===== config.mk =====
export PLATFORM = sky130hd
export DESIGN_NAME = csr_access_unit
export DESIGN_NICKNAME = d
export VERILOG_FILES = /design/src/rtl/riscv_privileged_pkg.sv /design/src/rtl/csr_rmw_alu.sv /design/src/rtl/csr_access_unit.sv
export SDC_FILE = /design/constraint.sdc
export NUM_CORES = 1
export LEC_CHECK = 0
export CAP_MARGIN = 40
export CORE_UTILIZATION = 46
export DETAILED_ROUTE_END_ITERATION = 12
export PLACE_DENSITY_LB_ADDON = 0.25
export SKIP_CTS_REPAIR_TIMING = 1
export SLEW_MARGIN = 20
export SYNTH_ARGS = -nofsm -noshare
export SYNTH_HDL_FRONTEND = slang
export SYNTH_SLANG_ARGS = --single-unit

===== constraint.sdc =====
create_clock -name clock_i -period 1.95 [get_ports clock_i]
set_input_delay 0.2925 -clock clock_i [delete_from_list [all_inputs] [get_ports clock_i]]
set_output_delay 0.2925 -clock clock_i [all_outputs]
set_load 0.005 [all_outputs]

===== src/rtl/riscv_privileged_pkg.sv =====
// Machine-mode CSR types shared by the core-side CSR access path and the CSR file.
// Holds the command encoding, Zicsr op encoding and the access sequencer states.
package riscv_privileged_pkg;

    localparam int MXLEN = 64;

    typedef logic [11:0] csr_address_t;

    typedef enum logic [1:0] {
        NO_COMMAND = 2'b00,
        READ_ONLY  = 2'b01,
        WRITE_ONLY = 2'b10,
        READ_WRITE = 2'b11
    } csr_command_t;

    // funct3 encodings; 000 and 100 are not Zicsr ops.
    typedef enum logic [2:0] {
        CSR_OP_NONE0 = 3'b000,
        CSRRW        = 3'b001,
        CSRRS        = 3'b010,
        CSRRC        = 3'b011,
        CSR_OP_NONE4 = 3'b100,
        CSRRWI       = 3'b101,
        CSRRSI       = 3'b110,
        CSRRCI       = 3'b111
    } csr_op_t;

    typedef enum logic [1:0] {
        IDLE  = 2'b00,
        READ  = 2'b01,
        WRITE = 2'b10,
        RESP  = 2'b11
    } csr_access_state_t;

    function automatic logic csr_op_is_legal(csr_op_t op);
        return op[1:0] != 2'b00;
    endfunction

    function automatic logic csr_op_is_swap(csr_op_t op);
        return op[1:0] == 2'b01;
    endfunction

    function automatic logic csr_op_is_immediate(csr_op_t op);
        return op[2];
    endfunction

    // Address bits [11:10] == 2'b11 mark the read-only CSR space.
    function automatic logic csr_address_is_readonly(csr_address_t address);
        return address[11:10] == 2'b11;
    endfunction

endpackage


===== src/rtl/csr_rmw_alu.sv =====
// Combinational read-modify-write datapath: swap, set or clear the old CSR value with src.
module csr_rmw_alu #(
    parameter int MXLEN = riscv_privileged_pkg::MXLEN
) (
    input  riscv_privileged_pkg::csr_op_t op,
    input  logic [MXLEN-1:0]              old_value,
    input  logic [MXLEN-1:0]              src,
    output logic [MXLEN-1:0]              new_value
);
    import riscv_privileged_pkg::*;

    always_comb begin
        new_value = '0;
        unique case (op)
            CSRRW, CSRRWI: new_value = src;
            CSRRS, CSRRSI: new_value = old_value | src;
            CSRRC, CSRRCI: new_value = old_value & ~src;
            default:       new_value = '0;
        endcase
    end

endmodule


===== src/rtl/csr_access_unit.sv =====
// Sequences one Zicsr instruction through read and write phases of the CSR file.
// Optional: define CSR_ACCESS_READONLY_CHECK_EN to reject writes to the read-only CSR space locally.
module csr_access_unit #(
    parameter int MXLEN = riscv_privileged_pkg::MXLEN
) (
    input  logic                               clock_i,
    input  logic                               reset_ni,
    input  logic                               req_valid_i,
    output logic                               req_ready_o,
    input  logic [2:0]                         req_funct3_i,
    input  riscv_privileged_pkg::csr_address_t req_csr_address_i,
    input  logic [4:0]                         req_rs1_index_i,
    input  logic [MXLEN-1:0]                   req_rs1_data_i,
    input  logic [4:0]                         req_rd_index_i,
    output riscv_privileged_pkg::csr_address_t csr_address_o,
    output riscv_privileged_pkg::csr_command_t csr_command_o,
    output logic [MXLEN-1:0]                   csr_write_data_o,
    input  logic [MXLEN-1:0]                   csr_read_data_i,
    input  logic                               csr_read_data_valid_i,
    output logic                               resp_valid_o,
    input  logic                               resp_ready_i,
    output logic [MXLEN-1:0]                   resp_data_o,
    output logic [4:0]                         resp_rd_index_o,
    output logic                               resp_write_rd_o,
    output logic                               resp_illegal_o
);
    import riscv_privileged_pkg::*;

    csr_access_state_t state, state_next;

    csr_op_t          op_q;
    csr_address_t     address_q;
    logic [4:0]       rs1_index_q;
    logic [MXLEN-1:0] rs1_data_q;
    logic [4:0]       rd_index_q;
    logic [MXLEN-1:0] old_value_q;
    logic             illegal_q;

    csr_op_t          req_op;
    logic [MXLEN-1:0] src;
    logic [MXLEN-1:0] new_value;
    logic             read_needed;
    logic             write_needed;
    logic             readonly_violation;
    logic             read_illegal;

    assign req_op = csr_op_t'(req_funct3_i);

    assign src = csr_op_is_immediate(op_q) ? {{(MXLEN-5){1'b0}}, rs1_index_q} : rs1_data_q;

    // Swaps skip the read when rd is x0; set/clear skip the write when rs1/zimm is zero.
    assign read_needed  = csr_op_is_swap(op_q) ? (rd_index_q != 5'd0) : 1'b1;
    assign write_needed = csr_op_is_swap(op_q) ? 1'b1 : (rs1_index_q != 5'd0);

`ifdef CSR_ACCESS_READONLY_CHECK_EN
    assign readonly_violation = write_needed && csr_address_is_readonly(address_q);
`else
    assign readonly_violation = 1'b0;
`endif

    assign read_illegal = !csr_read_data_valid_i || readonly_violation;

    csr_rmw_alu #(
        .MXLEN(MXLEN)
    ) u_rmw_alu (
        .op       (op_q),
        .old_value(old_value_q),
        .src      (src),
        .new_value(new_value)
    );

    always_ff @(posedge clock_i or negedge reset_ni) begin
        if (!reset_ni) begin
            state <= IDLE;
        end else begin
            state <= state_next;
        end
    end

    // Request fields are captured on accept; the old value and legality are captured in READ.
    always_ff @(posedge clock_i or negedge reset_ni) begin
        if (!reset_ni) begin
            op_q        <= CSR_OP_NONE0;
            address_q   <= '0;
            rs1_index_q <= '0;
            rs1_data_q  <= '0;
            rd_index_q  <= '0;
            old_value_q <= '0;
            illegal_q   <= 1'b0;
        end else begin
            case (state)
                IDLE: begin
                    if (req_valid_i) begin
                        op_q        <= req_op;
                        address_q   <= req_csr_address_i;
                        rs1_index_q <= req_rs1_index_i;
                        rs1_data_q  <= req_rs1_data_i;
                        rd_index_q  <= req_rd_index_i;
                        old_value_q <= '0;
                        illegal_q   <= !csr_op_is_legal(req_op);
                    end
                end
                READ: begin
                    old_value_q <= csr_read_data_i;
                    illegal_q   <= read_illegal;
                end
                default: ;
            endcase
        end
    end

    always_comb begin
        state_next = state;
        unique case (state)
            IDLE: begin
                if (req_valid_i) begin
                    state_next = csr_op_is_legal(req_op) ? READ : RESP;
                end
            end
            READ: begin
                state_next = (read_illegal || !write_needed) ? RESP : WRITE;
            end
            WRITE: state_next = RESP;
            RESP: begin
                if (resp_ready_i) begin
                    state_next = IDLE;
                end
            end
            default: state_next = IDLE;
        endcase
    end

    // CSR file side is only driven in READ/WRITE; response side only in RESP.
    always_comb begin
        req_ready_o      = 1'b0;
        csr_address_o    = '0;
        csr_command_o    = NO_COMMAND;
        csr_write_data_o = '0;
        resp_valid_o     = 1'b0;
        resp_data_o      = '0;
        resp_rd_index_o  = '0;
        resp_write_rd_o  = 1'b0;
        resp_illegal_o   = 1'b0;
        unique case (state)
            IDLE: req_ready_o = 1'b1;
            READ: begin
                csr_address_o = address_q;
                csr_command_o = read_needed ? READ_ONLY : NO_COMMAND;
            end
            WRITE: begin
                csr_address_o    = address_q;
                csr_command_o    = WRITE_ONLY;
                csr_write_data_o = new_value;
            end
            RESP: begin
                resp_valid_o    = 1'b1;
                resp_data_o     = illegal_q ? '0 : old_value_q;
                resp_rd_index_o = rd_index_q;
                resp_write_rd_o = !illegal_q && (rd_index_q != 5'd0);
                resp_illegal_o  = illegal_q;
            end
            default: ;
        endcase
    end

endmodule


# Word level (Yosys, flattened, before mapping)
# Cells that the tools add are included.
# totals
reg_bits,156
latchBits,0
mem_bits_rw,0
rom_bits,0
in_bits,158
word_cells,65
n_memories,0
# op_classes
addsub,0
mul,0
div,0
n_lt_le_gt_ge,0
eq_ne,12
shift,0
n_mux,24
bitwise_logic,3
reduce_logical,18
# op_table
cell,n
2-to-1 mux 64 bit,5
one-hot mux 64 bit (3 select lines),1
one-hot mux 64 bit (2 select lines),1
bitwise AND 64 bit,1
inverter 64 bit,1
bitwise OR 64 bit,1
2-to-1 mux 12 bit,1
nonzero test 5 bit,2
"equality test 3 bit, second input constant",3
2-to-1 mux 1 bit,9
one-hot mux 2 bit (4 select lines),1
OR reduction 2 bit,4
"equality test 3 x 2 -> 1 bit, second input constant",2
2-to-1 mux 2 bit,3
AND reduction 2 bit,3
2-to-1 mux 5 bit,1
"equality test 2 x 1 -> 1 bit, second input constant",2
"equality test 2 bit, second input constant",2
zero test 1 bit,4
"!= test 2 bit, second input constant",2
one-hot mux 2 bit (2 select lines),1
nonzero test 2 bit,2
"equality test 3 x 1 -> 1 bit, second input constant",1
zero test 2 bit,1
3 further kinds,3

# Depth between registers and ports, before layout
# Gate-level depths: netlist (run 1).
# logic_depth
depth_word,6
depth_mapped,8
mapped_depth_nobuf,6

# By module
# Synthesis (run 1) repeated with hierarchy kept, for this count alone.
# hier_totals
cells_unflattened,812
hier_area_um2,8824.7
# by_module_without_submodules
mod,instances,cells_each,area_per_inst_um2,seq_area_each_um2
csr_access_unit,1,597,7225.7,3903.7
csr_rmw_alu,1,215,1599.0,0.0

# Worst setup path before layout (run 1)
# No wires, ideal clock.
# synth_path
path_type,reg2out
start,reg state[1]
end,out resp_data_o[10]
arrival_time_ns,1.398
path_slack_ns,0.259
stages_incl_launch_ff,7
path_buffers,2
path_cell_list,dfrtp_1 -> ha_1 -> inv_1 -> nor2_1 -> clkbuf_1 -> clkbuf_1 -> and2_1
# synth_between
elab_chain_len,2
# synth_lines
element,line_no,source
from (decl),csr_access_unit.sv:29,"csr_access_state_t state, state_next;"
from (signal assigned),csr_access_unit.sv:76,state <= state_next;
equality test 2 bit,csr_access_unit.sv:144,unique case (state)
2-to-1 mux 64 bit,csr_access_unit.sv:144,
to (decl),csr_access_unit.sv:22,"output logic [MXLEN-1:0] resp_data_o,"
# Every way passes these cells.

# Worst setup path in the final report (run 1)
# layout_path
start,reg op_q[2]
end,out csr_write_data_o[2]
# layout_between
elab_chain_len,5
elab_cells_between_ends,15
classes_between,eq/ne: 6; mux: 3; bitwise: 3; reduce/logical: 3
# layout_lines
element,line_no,source
from (decl),csr_access_unit.sv:31,csr_op_t op_q;
from (signal assigned),csr_access_unit.sv:94,op_q <= req_op;
2-to-1 mux 64 bit,csr_access_unit.sv:49,"assign src = csr_op_is_immediate(op_q) ? {{(MXLEN-5){1'b0}}, rs1_index_q} : rs1_data_q;"
inverter 64 bit,csr_rmw_alu.sv:17,"CSRRC, CSRRCI: new_value = old_value & ~src;"
bitwise AND 64 bit,csr_rmw_alu.sv:17,
one-hot mux 64 bit (3 select lines) (*),csr_rmw_alu.sv:14,unique case (op)
2-to-1 mux 64 bit (*),csr_access_unit.sv:144,
to (decl),csr_access_unit.sv:17,"output logic [MXLEN-1:0] csr_write_data_o,"
# Every way passes the cells marked *; elsewhere a longest branch is shown, timed or not.

==> results of run 1 <==
==> power groups by stage <==
stage	Clock, mW	Sequential (mW)	Combinational [mW]
after floorplan	0	5.68	6.85
after global placement	0	6.13	10.9
after detailed placement	0	6.22	11.1
after CTS	3.30	6.16	11.2
after global routing	3.46	6.56	14.7
final	3.27	6.37	13.8
==> registers in the layout, indices dropped and copies added, names as in the netlist <==
register,flops
rs1_index_q,5
old_value_q,64
rs1_data_q,64
illegal_q,1
op_q,3
rd_index_q,5
state,2
address_q,12
==> routing by layer <==
metal	vias to the layer above	share of wire [%]
li1	3766	-
met1	4125	40
met2	352	49
met3	58	7.6
met4	0	2.8
met5	-	0
==> final cells by class <==
| type | instances | area, sq um | share of cell area (%) |
|---|---|---|---|
| inverters | 3 | 16.3 | 0.113 |
| clock inverters | 14 | 126 | 0.875 |
| well taps | 260 | 325 | 2.25 |
| multi-input cells | 639 | 5180 | 35.9 |
| flip-flops and latches | 156 | 3910 | 27.1 |
| repair buffers | 424 | 4440 | 30.8 |
| clock buffers | 18 | 439 | 3.04 |
==> final timing paths <==
check	slack, ns	to	depth (start not counted)
min	0.34	old_value_q[16]$_DFFE_PN0P_	2
max in group asynchronous	0.92	old_value_q[29]$_DFFE_PN0P_	3
min reg2reg	0.50	address_q[5]$_DFFE_PN0P_	1
max reg2reg	-0.07	old_value_q[62]$_DFFE_PN0P_	10
min in group clock_i	0.46	old_value_q[53]$_DFFE_PN0P_	2
max	-0.64	csr_write_data_o[2]	5
==> per-stage QoR <==
step | utilization [%] | std cells | area [sq um] | power [mW] | hold slack (ns)
global route | 76.5 | 1514 | 14400 | 24.7 | 0.373
detailed placement | 67.3 | 1416 | 12700 | 17.4 | 0.230
finish | 76.5 | 1514 | 14400 | 23.4 | 0.335
floorplan | - | 871 | 8970 | 12.5 | -0.00309
global placement | 67.3 | 1416 | 12700 | 17.1 | 0.229
CTS | 70.3 | 1448 | 13300 | 20.7 | -0.233
==> cells by family (layout without fill, tap and decap cells) <==
| logic type | count (synthesis) | in the layout |
|---|---|---|
| AO/OA/AOI/OAI | 140 | 140 |
| multiplexers | 155 | 155 |
| adder cells (fa/ha/maj) | 4 | 4 |
| buffers and inverters | 76 | 459 |
| flip-flops | 156 | 156 |
| AND/OR/NAND/NOR | 340 | 340 |
==> worst reg2reg max path: stages (launching register included) <==
cell	delay [ns]
sky130_fd_sc_hd__dfrtp_2	0.43
sky130_fd_sc_hd__buf_6	0.11
sky130_fd_sc_hd__buf_6	0.08
sky130_fd_sc_hd__buf_6	0.09
sky130_fd_sc_hd__inv_4	0.04
sky130_fd_sc_hd__buf_4	0.12
sky130_fd_sc_hd__ha_1	0.21
sky130_fd_sc_hd__buf_4	0.17
sky130_fd_sc_hd__mux2i_4	0.25
sky130_fd_sc_hd__buf_4	0.28
sky130_fd_sc_hd__a22o_1	0.18
==> cell usage after synthesis, drive strengths merged (7+ instances only) <==
master and number:
nor3b 59, nand2 62, nand2b 62, mux2 89, and2 142, nor2b 7
a22o 64, a21oi 65, buf 45, mux2i 66, dfrtp 156, clkbuf 28
==> impl_summary.txt, run 1 <==
----------------------------------------------------
[Run status]
  Outcome ... complete, but fails checks
  Violations in the final reports ... negative setup slack

[Critical path]
  Critical-path cell with the highest stage delay ... sky130_fd_sc_hd__clkdlybuf4s50_1
  Element type at the critical path start ... flip-flop
  Chain of cells forming the critical path ... buf_12 > mux2i_1 > a31oi_1 > nor2b_1 > clkdlybuf4s50_1
  Critical path class ... flip-flop to output port
  Crit path required time ... 1.66 ns
  Largest stage delay on the critical path ... 0.52 ns
  Dominant delay contributor by cell family on the critical path ... buffers and inverters
  Start point of the critical path ... op_q[2]$_DFFE_PN0P_
  Worst r2r src ... state[1]$_DFFE_PN0P_
  Crit Path Max Fanout ... 48
  Count of buffer and inverter cells on the critical path ... 2
  Type of destination of the critical path ... output port
  Worst endpoint data arrival time ... ~2.3 ns

[Run]
  Number of maximum-capacitance constraint violations ... 0

[GRT]
  Routing usage on met2 ... a little under half
  Met1 Resource Use GR ... ~34%
  Most heavily used metal layer in global routing ... met2
  Wire length of the first global-routing pass ... 42.2 mm
  Global routing usage on met3 ... around 7.4%
  Global route overflow ... 0
  Largest net degree at the start of global routing ... 49
  Initial antenna violation count ... 1
  Total routing resource utilization after global routing ... 27.4%
  Number of global-route vias before repair ... 7,721

[Pwr]
  Internal ... 14.4 mW
  Worst IR drop on VDD ... 0.919 mV
  Part of the power in registers ... 27.2%
  Combinational fraction of design power ... 58.8%
  Share of power burned in the clock network ... between 10% and 20%
  P_leak ... 6.86 nW
  Switching part of the total power ... 38.5%
  Cell area power density ... 1620 nW/um^2
  Power spent charging and discharging nets ... 9.02 mW

[Drt]
  Violation count after the first detailed-route iteration ... 493
  1st-pass router iterations ... 7
  Total Wirelength ... around 31 mm
  Vias ... 8,301
  Routed wire length per instance ... 20.7 um
  Count of nets left with antenna violations after detail routing ... 0
  # DRC ... 0
  Detail-routed via count per cell ... 5.48

[Final layout]
  Most common cell after layout, fill and taps aside ... sky130_fd_sc_hd__clkdlybuf4s50_1
  Total of fill cells in the finished design ... around 1,300
  Highest-count cells in the layout ignoring fill and taps ... sky130_fd_sc_hd__clkdlybuf4s50_1 (181), sky130_fd_sc_hd__dfrtp_1 (152), sky130_fd_sc_hd__and2_1 (93)
  Diode count ... 0
  Signed area change from the synthesized netlist to the final layout ... 61.0%
  Share of final-layout standard cells stronger than drive strength 1 ... 36.0%
  Number of nets in the final layout ... between 1,000 and 1,500

[Floorplanning]
  Full die area ... roughly 20,000 sq um
  Number of standard-cell rows in the floorplan ... 50
  Area of the core ... 18,900 sq um
  I/O pin count ... 309
  Die X ... 142 um
  Die extent in y ... 142 um
  Initial core utilization ... 47.5%

[Hold path]
  Worst min-delay path category ... primary input to asynchronous set/reset pin

[Yosys]
  Synthesized instance count ... approximately 870
  Simple-gate portion of the synthesized area ... 22.8%
  Nets in the synthesized netlist ... 1,033
  Multiplexer share of the synthesized area ... 18.5%
  Most frequently used flop master after synthesis ... sky130_fd_sc_hd__dfrtp_1
  Share of the synthesized netlist area taken by xor and xnor gates ... 0%
  Top post-synthesis cells by area ... sky130_fd_sc_hd__dfrtp_1 (44%), sky130_fd_sc_hd__mux2_2 (11%), sky130_fd_sc_hd__and2_1 (9.9%)
  Distinct cells, synth ... 28
  Largest family of logic cells by synthesized area ... simple AND/OR/NAND/NOR gates
  Part of the Yosys area used for sequential elements ... 43.5%
  Share of flip-flops with an asynchronous set or reset ... 100%
  Adder-cell share of the synthesized area ... less than 1%
  Yosys warning total ... 0
  Mean instance size in the synthesized netlist ... 10.3 sq um
  Compound-cell area share of the yosys netlist ... 10.6%
  Dominant cell type by area after synthesis ... sky130_fd_sc_hd__dfrtp_1
  Number of enable-type register cells in the synthesized netlist ... 0
  Cell area after technology mapping ... about 9000 sq um
  Register bit count reported by yosys ... around 160
  Area share of the largest cell type after synthesis ... 43.5%

[Timing]
  Actual slew at the worst max-slew pin ... 0.433 ns
  Total Neg Setup Slack ... -45.65 ns
  Minimum clock period ... around 2.6 ns
  Clock Skew ... 0.00852 ns
  Endpoints failing hold ... 0
  Worst relative slew slack ... a little under three quarters
  Final period utilization ... 133%
  Setup repair after global routing missed its margin ... yes
  Slew Limit Fails ... 0
  Maximum operating frequency ... between 300 and 400 MHz
  Final critical-path setup slack ... -0.639 ns
  Total setup violations reported at the end of the flow ... 195

[Clock tree]
  TritonCTS Buffers ... 17
  Root cell of the clock tree ... sky130_fd_sc_hd__clkbuf_16
  H-tree Lvls ... 4
  Sinks on the clock net ... 156
  Buffer levels on the longest clock path ... 2
  Register clock-pin slew on the reported worst setup and hold paths ... around 0.07 ns
  TritonCTS clock tree ... built
  Clock Latency Late Sink ... 0.43 ns

[Placed design]
  Total of buffers placed on input and output ports ... between 300 and 400
  Worst Setup Slack post-DPL ... -0.171 ns
  Post-detailed-placement half-perimeter wirelength ... ~19 mm
  RePlAce Congestion ... 0.842

----------------------------------------------------
No activity file was read; power rests on OpenSTA's default activity.
==> run 2, diff against run 1 <==
--- a/config.mk
+++ b/config.mk
@@ -7,6 +7,7 @@
 export LEC_CHECK = 0
 export CAP_MARGIN = 40
 export CORE_UTILIZATION = 46
+export CTS_CLUSTER_SIZE = 25
 export DETAILED_ROUTE_END_ITERATION = 12
 export PLACE_DENSITY_LB_ADDON = 0.25
 export SKIP_CTS_REPAIR_TIMING = 1
==> results of run 2 <==
Same layout as run 1: the final DEF is identical, and so are final timing and power.
